**src/rtl/fifo_rd_drain.sv**
```systemverilog
// Read-side drain for fifo_async: issues reads, absorbs read latency in a 2-entry skid buffer.
// Define FIFO_RD_CNT_EN to add rd_word_cnt, a wrapping count of words accepted downstream.
module fifo_rd_drain #(
   parameter int WIDTH     = 8,
   parameter int BURST_LEN = 8
) (
   input  logic             rd_clk,
   input  logic             rrst,
   input  logic             enable,
   input  logic             fifo_empty,
   output logic             fifo_rd_en,
   input  logic [WIDTH-1:0] fifo_rd_data,
   output logic [WIDTH-1:0] out_data,
   output logic             out_valid,
   input  logic             out_ready,
   output logic             out_last,
`ifdef FIFO_RD_CNT_EN
   output logic [15:0]      rd_word_cnt,
`endif
   output logic             busy
);

   localparam int IDX_W = (BURST_LEN > 1) ? $clog2(BURST_LEN) : 1;
   localparam logic [IDX_W-1:0] LAST_IDX = IDX_W'(BURST_LEN - 1);

   typedef enum logic [1:0] {
      ST_IDLE  = 2'd0,
      ST_RUN   = 2'd1,
      ST_DRAIN = 2'd2
   } state_t;

   state_t             state_r;
   state_t             state_nxt_s;
   logic [WIDTH-1:0]   head_r;
   logic [WIDTH-1:0]   tail_r;
   logic [WIDTH-1:0]   head_nxt_s;
   logic [WIDTH-1:0]   tail_nxt_s;
   logic [1:0]         occ_r;
   logic [1:0]         occ_mid_s;
   logic [1:0]         occ_nxt_s;
   logic               inflight_r;
   logic [IDX_W-1:0]   idx_r;
   logic               pop_s;
   logic               rd_en_s;
   logic [2:0]         level_s;

   // Read issue: the projected fill after this cycle's pop must leave room for the new word
   always_comb begin
      pop_s   = (occ_r != 2'd0) & out_ready;
      level_s = {1'b0, occ_r} + {2'b00, inflight_r} - {2'b00, pop_s};
      rd_en_s = (state_r == ST_RUN) & ~fifo_empty & (level_s < 3'd2);
   end

   // Skid buffer next state: pop shifts tail to head, then the returning word lands behind it
   always_comb begin
      head_nxt_s = head_r;
      tail_nxt_s = tail_r;
      occ_mid_s  = occ_r;
      occ_nxt_s  = occ_r;
      if (pop_s) begin
         head_nxt_s = tail_r;
         occ_mid_s  = occ_r - 2'd1;
      end else begin
         occ_mid_s  = occ_r;
      end
      if (inflight_r) begin
         if (occ_mid_s == 2'd0) begin
            head_nxt_s = fifo_rd_data;
         end else begin
            tail_nxt_s = fifo_rd_data;
         end
         occ_nxt_s = occ_mid_s + 2'd1;
      end else begin
         occ_nxt_s = occ_mid_s;
      end
   end

   // Control FSM next state; DRAIN only retires once nothing is buffered or returning
   always_comb begin
      state_nxt_s = state_r;
      case (state_r)
         ST_IDLE: begin
            if (enable) state_nxt_s = ST_RUN;
            else        state_nxt_s = ST_IDLE;
         end
         ST_RUN: begin
            if (!enable) state_nxt_s = ST_DRAIN;
            else         state_nxt_s = ST_RUN;
         end
         ST_DRAIN: begin
            if (enable)                                 state_nxt_s = ST_RUN;
            else if (!inflight_r && (occ_r == 2'd0))    state_nxt_s = ST_IDLE;
            else                                        state_nxt_s = ST_DRAIN;
         end
         default: state_nxt_s = ST_IDLE;
      endcase
   end

   // State, buffer and burst index registers; a read in flight at reset is dropped
   always_ff @(posedge rd_clk) begin
      if (rrst) begin
         state_r    <= ST_IDLE;
         head_r     <= {WIDTH{1'b0}};
         tail_r     <= {WIDTH{1'b0}};
         occ_r      <= 2'd0;
         inflight_r <= 1'b0;
         idx_r      <= {IDX_W{1'b0}};
      end else begin
         state_r    <= state_nxt_s;
         head_r     <= head_nxt_s;
         tail_r     <= tail_nxt_s;
         occ_r      <= occ_nxt_s;
         inflight_r <= rd_en_s;
         if (pop_s) begin
            idx_r <= (idx_r == LAST_IDX) ? {IDX_W{1'b0}} : idx_r + IDX_W'(1);
         end else begin
            idx_r <= idx_r;
         end
      end
   end

`ifdef FIFO_RD_CNT_EN
   logic [15:0] rd_word_cnt_r;

   // Running count of accepted words, wraps naturally at 16 bits
   always_ff @(posedge rd_clk) begin
      if (rrst) begin
         rd_word_cnt_r <= 16'd0;
      end else if (pop_s) begin
         rd_word_cnt_r <= rd_word_cnt_r + 16'd1;
      end else begin
         rd_word_cnt_r <= rd_word_cnt_r;
      end
   end

   assign rd_word_cnt = rd_word_cnt_r;
`endif

   assign fifo_rd_en = rd_en_s;
   assign out_data   = head_r;
   assign out_valid  = (occ_r != 2'd0);
   assign out_last   = (occ_r != 2'd0) & (idx_r == LAST_IDX);
   assign busy       = (state_r != ST_IDLE);

endmodule

```
**config.mk**
```make
export PLATFORM = sky130hd
export DESIGN_NAME = fifo_rd_drain
export DESIGN_NICKNAME = d
export VERILOG_FILES = /design/src/rtl/fifo_rd_drain.sv
export SDC_FILE = /design/constraint.sdc
export NUM_CORES = 1
export LEC_CHECK = 0
export ABC_AREA = 1
export BUFFER_PORTS_ARGS = -buffer_cell sky130_fd_sc_hd__buf_4
export CAP_MARGIN = 20
export CORE_MARGIN = 5
export CORE_UTILIZATION = 41
export CTS_CLUSTER_DIAMETER = 150
export DETAILED_ROUTE_END_ITERATION = 8
export SLEW_MARGIN = 5
export SYNTH_ARGS = -nofsm -noshare
export SYNTH_HDL_FRONTEND = slang
export SYNTH_SLANG_ARGS = --single-unit
export TNS_END_PERCENT = 20
```
**constraint.sdc**
```tcl
create_clock -name rd_clk -period 5.77 [get_ports rd_clk]
set_input_delay 0.577 -clock rd_clk [delete_from_list [all_inputs] [get_ports rd_clk]]
set_output_delay 0.577 -clock rd_clk [all_outputs]
set_load 0.02 [all_outputs]
```
; After elaboration in Yosys (flattened, before gate mapping)
; Index checks and enable logic that the tools add are counted.
[totals]
register_bits = 24
input_bits = 13
output_inout_bits = 12
wordCells = 40
[op_classes]
add_sub_neg = 5
magnitude_cmp = 1
n_eq_ne = 3
mux = 11
n_bitwise = 6
reduce_logical = 8
[op_table]
columns = op, count
row1 = 2-to-1 mux 8 bit, 3
row2 = 2-to-1 mux 2 bit, 5
row3 = zero test 2 bit, 3
row4 = case mux 2 bit (3 select lines), 1
row5 = AND 1 bit, 4
row6 = nonzero test 2 bit, 2
row7 = adder 2 x 1 -> 3 bit, 1
row8 = adder 3 x 1 -> 3 bit (second input constant), 1
row9 = equality test 3 bit (second input constant), 1
row10 = < comparator 3 x 2 -> 1 bit (second input constant), 1
row11 = 2-to-1 mux 3 bit, 1
row12 = subtractor 3 x 1 -> 3 bit, 1
row13 = adder 2 x 1 -> 2 bit (second input constant), 1
row14 = equality test 2 x 1 -> 1 bit (second input constant), 1
row15 = equality test 2 bit (second input constant), 1
row16 = NOT 1 bit, 2
row17 = AND reduction 2 bit, 1
row18 = subtractor 2 x 1 -> 2 bit (second input constant), 1
row19 = logical AND 1 bit, 1
row20 = zero test 1 bit, 1
row21 = 2-to-1 mux 1 bit, 1

; Logic depth before layout (Yosys ltp)
[logic_depth]
depth_word = 6
depth_mapped = 13
depth_no_buf = 12

; Least setup slack after synthesis
; No wires, ideal clock.
[synth_timing]
path_kind = register to output
startpoint = reg occ_r[1]
endpoint = out fifo_rd_en
t_arrival_ns = 1.946
required_ns = 5.193
slack_ns = 3.247
path_stages_with_launch = 10
path_buffers = 0
cell_sequence = dfxtp_1 > inv_1 > ha_1 > inv_2 > nand2_2 > nand2_1 > nand3_1 > fa_1 > nand4_1 > nor2_1
[synth_via]
elab_chain_len = 5
word_cells_on_any_way = 6
classes_between = add/sub (2) / order compare (1) / bitwise (2) / reduce/logical (1)
[synth_lines]
columns = item, line_no
row1 = from (decl), 38  ; logic [1:0] occ_r;
row2 = from (signal assigned), 112  ; occ_r <= occ_nxt_s;
row3 = nonzero test 2 bit, n/a
row4 = named net out_valid, 14  ; output logic out_valid,
row5 = AND 1 bit, 49  ; pop_s = (occ_r != 2'd0) & out_ready;
row6 = subtractor 3 x 1 -> 3 bit, 50  ; level_s = {1'b0, occ_r} + {2'b00, inflight_r} - {2'b00, pop_s};
row7 = < comparator 3 x 2 -> 1 bit, 51  ; rd_en_s = (state_r == ST_RUN) & ~fifo_empty & (level_s < 3'd2);
row8 = AND 1 bit, 51
row9 = to (decl), 11  ; output logic fifo_rd_en,
; The timed path passes the listed nets, and every way through them passes these cells.

; Worst setup path in the final report
[layout_timing]
startpoint = reg occ_r[0]
endpoint = out fifo_rd_en
[layout_via]
elab_chain_len = 5
word_cells_on_any_way = 6
classes_between = add/sub (2) / order compare (1) / bitwise (2) / reduce/logical (1)
[layout_lines]
columns = item, line_no
row1 = branches (longest 2 deep; another with adder 2 x 1 -> 3 bit), n/a
row2 = subtractor 3 x 1 -> 3 bit *, 50
row3 = < comparator 3 x 2 -> 1 bit *, 51
row4 = AND 1 bit *, 51
; Mark *: on every way between the ends.

==> metrics.md <==
| Metric | Value |
|---|---|
| Syn Nets | `around 180` |
| Crit-path slowest cell | `fa_1` |
| Dominant cells by area after synthesis | `dfxtp_1, nand2_1, nor2_1` |
| Fraction of the cycle the final worst path needs | `0.521` |
| Reg clk slew, reported paths | `about 0.13 ns` |
| Slew margin rel. | `0.659` |
| Post-synthesis xor/xnor area fraction | `0.0152` |
| Sw power | `between 100 and 150 uW` |
| Largest net degree at the start of global routing | `15` |
| Vias | `a little under 1000` |
| Max_cap viols | `0` |
| Tot GR Track Use | `0.122` |
| Resize count post-CTS | `0` |
| Compound-Gate Fraction of Synth Area | `0.100` |
| Overflow after GRT | `0` |
| Power Dens Cells | `around 300 nW/um^2` |
| Die Area | `between 3000 and 4000 um^2` |
| Distinct cell type count after synthesis | `21` |
| Async SR Flop Fraction | `0` |
| CTS max path bufs | `2` |
| Worst EP arrival | `roughly 2.4 ns` |
| Startpoint types | `flop` |
| Gr busiest metal | `met2` |
| First-pass DRT Iterations | `4` |
| Yosys top cell by area | `dfxtp_1` |
| Endpoints failing setup | `0` |
| Total negative slack | `0 ns` |
| Dpl hpwl | `approximately 1700 um` |
| Routed wire length | `roughly 2300 um` |
| Htree depth | `1` |
| CP max FO | `14` |
| CP Data Required Time | `5.19 ns` |
| Max stage delay on crit path | `around 0.49 ns` |
| CTS tree | `done` |
| Hold Crit Class | `in2reg` |
| Num rows | `19` |
| Post-Syn Area | `roughly 1200 um^2` |
| Clock Latency Late Sink | `~0.31 ns` |
| Vias/cell | `roughly 4.6` |
| Post-synth top area share | `0.417` |
| Syn Inst Count | `between 150 and 200` |
| Top-count cell post-synth | `nand2_1` |
| Main combinational cell family by area after synthesis | `simple AND/OR/NAND/NOR gates` |
| Fmax | `around 0.33 GHz` |
| Grt met2 use | `0.185` |
| Mux cell area share after synthesis | `0` |
| List of most frequent post-synthesis cells | `nand2_1, nor2_1, dfxtp_1` |
| Overall Power | `395 uW` |
| Antenna fix cells | `0` |
| Tmin final | `roughly 3.0 ns` |
| Hold_buf cts | `0` |
| Worst-Margin Slew | `a little over 0.5 ns` |
| Reg2Reg Setup Slack | `about 3.4 ns` |
| I/O pin cnt | `25` |
| Num CTS Buffers | `3` |
| Sw Ratio | `0.350` |
| Starting Density | `0.421` |
| Worst-case clock skew | `roughly 0.0039 ns` |
| Final Hold Vio Count | `0` |
| Synth warnings | `0` |
| Met1 usage | `0.159` |
| Post-DP Area | `between 1000 and 1500 um^2` |
| Crit-path cells | `inv_1 > ha_1 > inv_2 > nand2_2 > nand2_1 > nand3_1 > fa_1 > nand4_1 > nor2_1 > buf_4` |
| Internal power | `roughly 260 uW` |
| Final ANT Viol Nets | `0` |
| Per-cell routed wire length | `about 11 um` |
| Met3 Usage GRT | `0.0378` |
| Vias in the first global route | `roughly 900` |
| Sequential share of power | `0.489` |
| Die height | `about 63 um` |
| IO Port Bufs | `24` |
| Share of cells above drive strength 1 | `0.179` |
| Clk network pwr share | `0.182` |
| WP buf/inv | `3` |
| Post-synth EDFFs | `0` |
| Core area | `between 2000 and 3000 um^2` |
| Adder-cell share of the synthesized area | `0.0609` |
| Delay-heaviest family, CP | `adder cells` |
| Synth Register Bits | `24` |
| Top_reg_cell synth | `dfxtp_1` |
| CTS root buf | `clkbuf_4` |
| First-pass GRT wire length | `about 4000 um` |
| Maximum vdd drop | `0.162 mV` |
| Critical Setup Path Class | `reg2out` |
| Final GP Congestion | `about 0.79` |
| Die width | `between 60 and 70 um` |
| Comb pwr share | `0.328` |
| Outcome | `finished clean` |
| Sequential area share after synthesis | `0.417` |
| Area Overhead vs Synth | `16.7%` |
| Initial antenna violation count | `0` |
| Initial DRC count | `38` |
| Leak | `around 0.00073 uW` |
| Final nets | `between 200 and 250` |
| Remaining DRCs | `0` |
| RSZ-0062 raised after global routing | `no` |
| Syn Area/Cell | `about 7 um^2` |
| Worst Setup End Kind | `output port` |
| Fin. max-slew vios | `0` |
| Setup repair bufs after CTS | `0` |
| Synth Area in Simple Gates | `0.283` |
| Fillers | `289` |
| Final instance area | `around 1300 um^2` |
| CTS Sinks | `24` |
[cell usage in the layout (no fill, tap or decap)]
cell type  netlist  final
nand2_1         36     36
nor2_1          25     25
dfxtp_1         24     24
buf_4            1     24
inv_1           23     23
a21oi_1         12     12
o21ai_0         11     11
nand3_1         10     10
ha_1             4      4
clkbuf_4         0      3
inv_2            2      2
xor2_1           2      2
nor3_1           2      2
nand2_2          1      1
or2_2            1      1
nor2_2           1      1
nand4_1          1      1
nor2_4           1      1
fa_1             1      1
[sequential cells by signal, summed over array words and instances (netlist names)]
register and flops:
state_r 2, inflight_r 1, out_data 8, idx_r 3, tail_r 8, occ_r 2
[metal layers]
layer  vias up  routed length, um
li1        543                  -
met1       423               1150
met2        20               1010
met3         4                121
met4         0                 34
met5         -                  0
[worst paths after layout]
kind,start,endpoint,depth (start not counted)
worst max-delay path,occ_r[0]$_SDFF_PP0_,fifo_rd_en,10
worst max register to register,occ_r[0]$_SDFF_PP0_,out_data[6]$_SDFF_PP0_,11
worst min register to register,idx_r[0]$_SDFFE_PP0P_,idx_r[0]$_SDFFE_PP0P_,2
worst min-delay path,enable,state_r[1]$_SDFF_PP0_,2
[kinds of logic after synthesis]
group                      count (synthesis)
AOI/OAI and AO/OA                         23
xor gates and xnor gates                   2
adders and majority gates                  5
buffers and inverters                     31
DFF                                       24
and+or+nand+nor                           78
[worst register-to-register path: cells and delay by family (launching register included)]
kind,cells,cell delay (ns)
adder cells (fa/ha/maj),2,0.47
AND/OR/NAND/NOR,5,1.00
AO/OA/AOI/OAI,1,0.09
flip-flops,1,0.42
buffers and inverters,3,0.34
[power groups by stage]
stage | logic, uW | clock network, uW | registers (uW)
final | 130 | 72.2 | 194
after global routing | 149 | 85.0 | 196
after CTS | 131 | 77.8 | 194
after detailed placement | 131 | 0 | 197
after global placement | 127 | 0 | 196
after floorplan | 96.2 | 0 | 200
[through the flow]
step	std cells	setup slack [ns]	util	hold slack, ns
floorplan	163	3.25	-	0.458
global placement	212	3.18	0.483	0.470
detailed placement	212	3.12	0.483	0.481
CTS	215	2.75	0.492	0.405
global route	215	2.48	0.492	0.393
finish	215	2.76	0.492	0.420
[final cells by class]
class                   instances  area, um^2  area share
clock buffers                   3        22.5      0.0168
multi-input cells             108         528       0.393
inverters                      25        93.8      0.0698
flip-flops and latches         24         480       0.358
well taps                      31        38.8      0.0289
repair buffers                 24         180       0.134
Note: power is estimated with default switching activity, not from simulation.
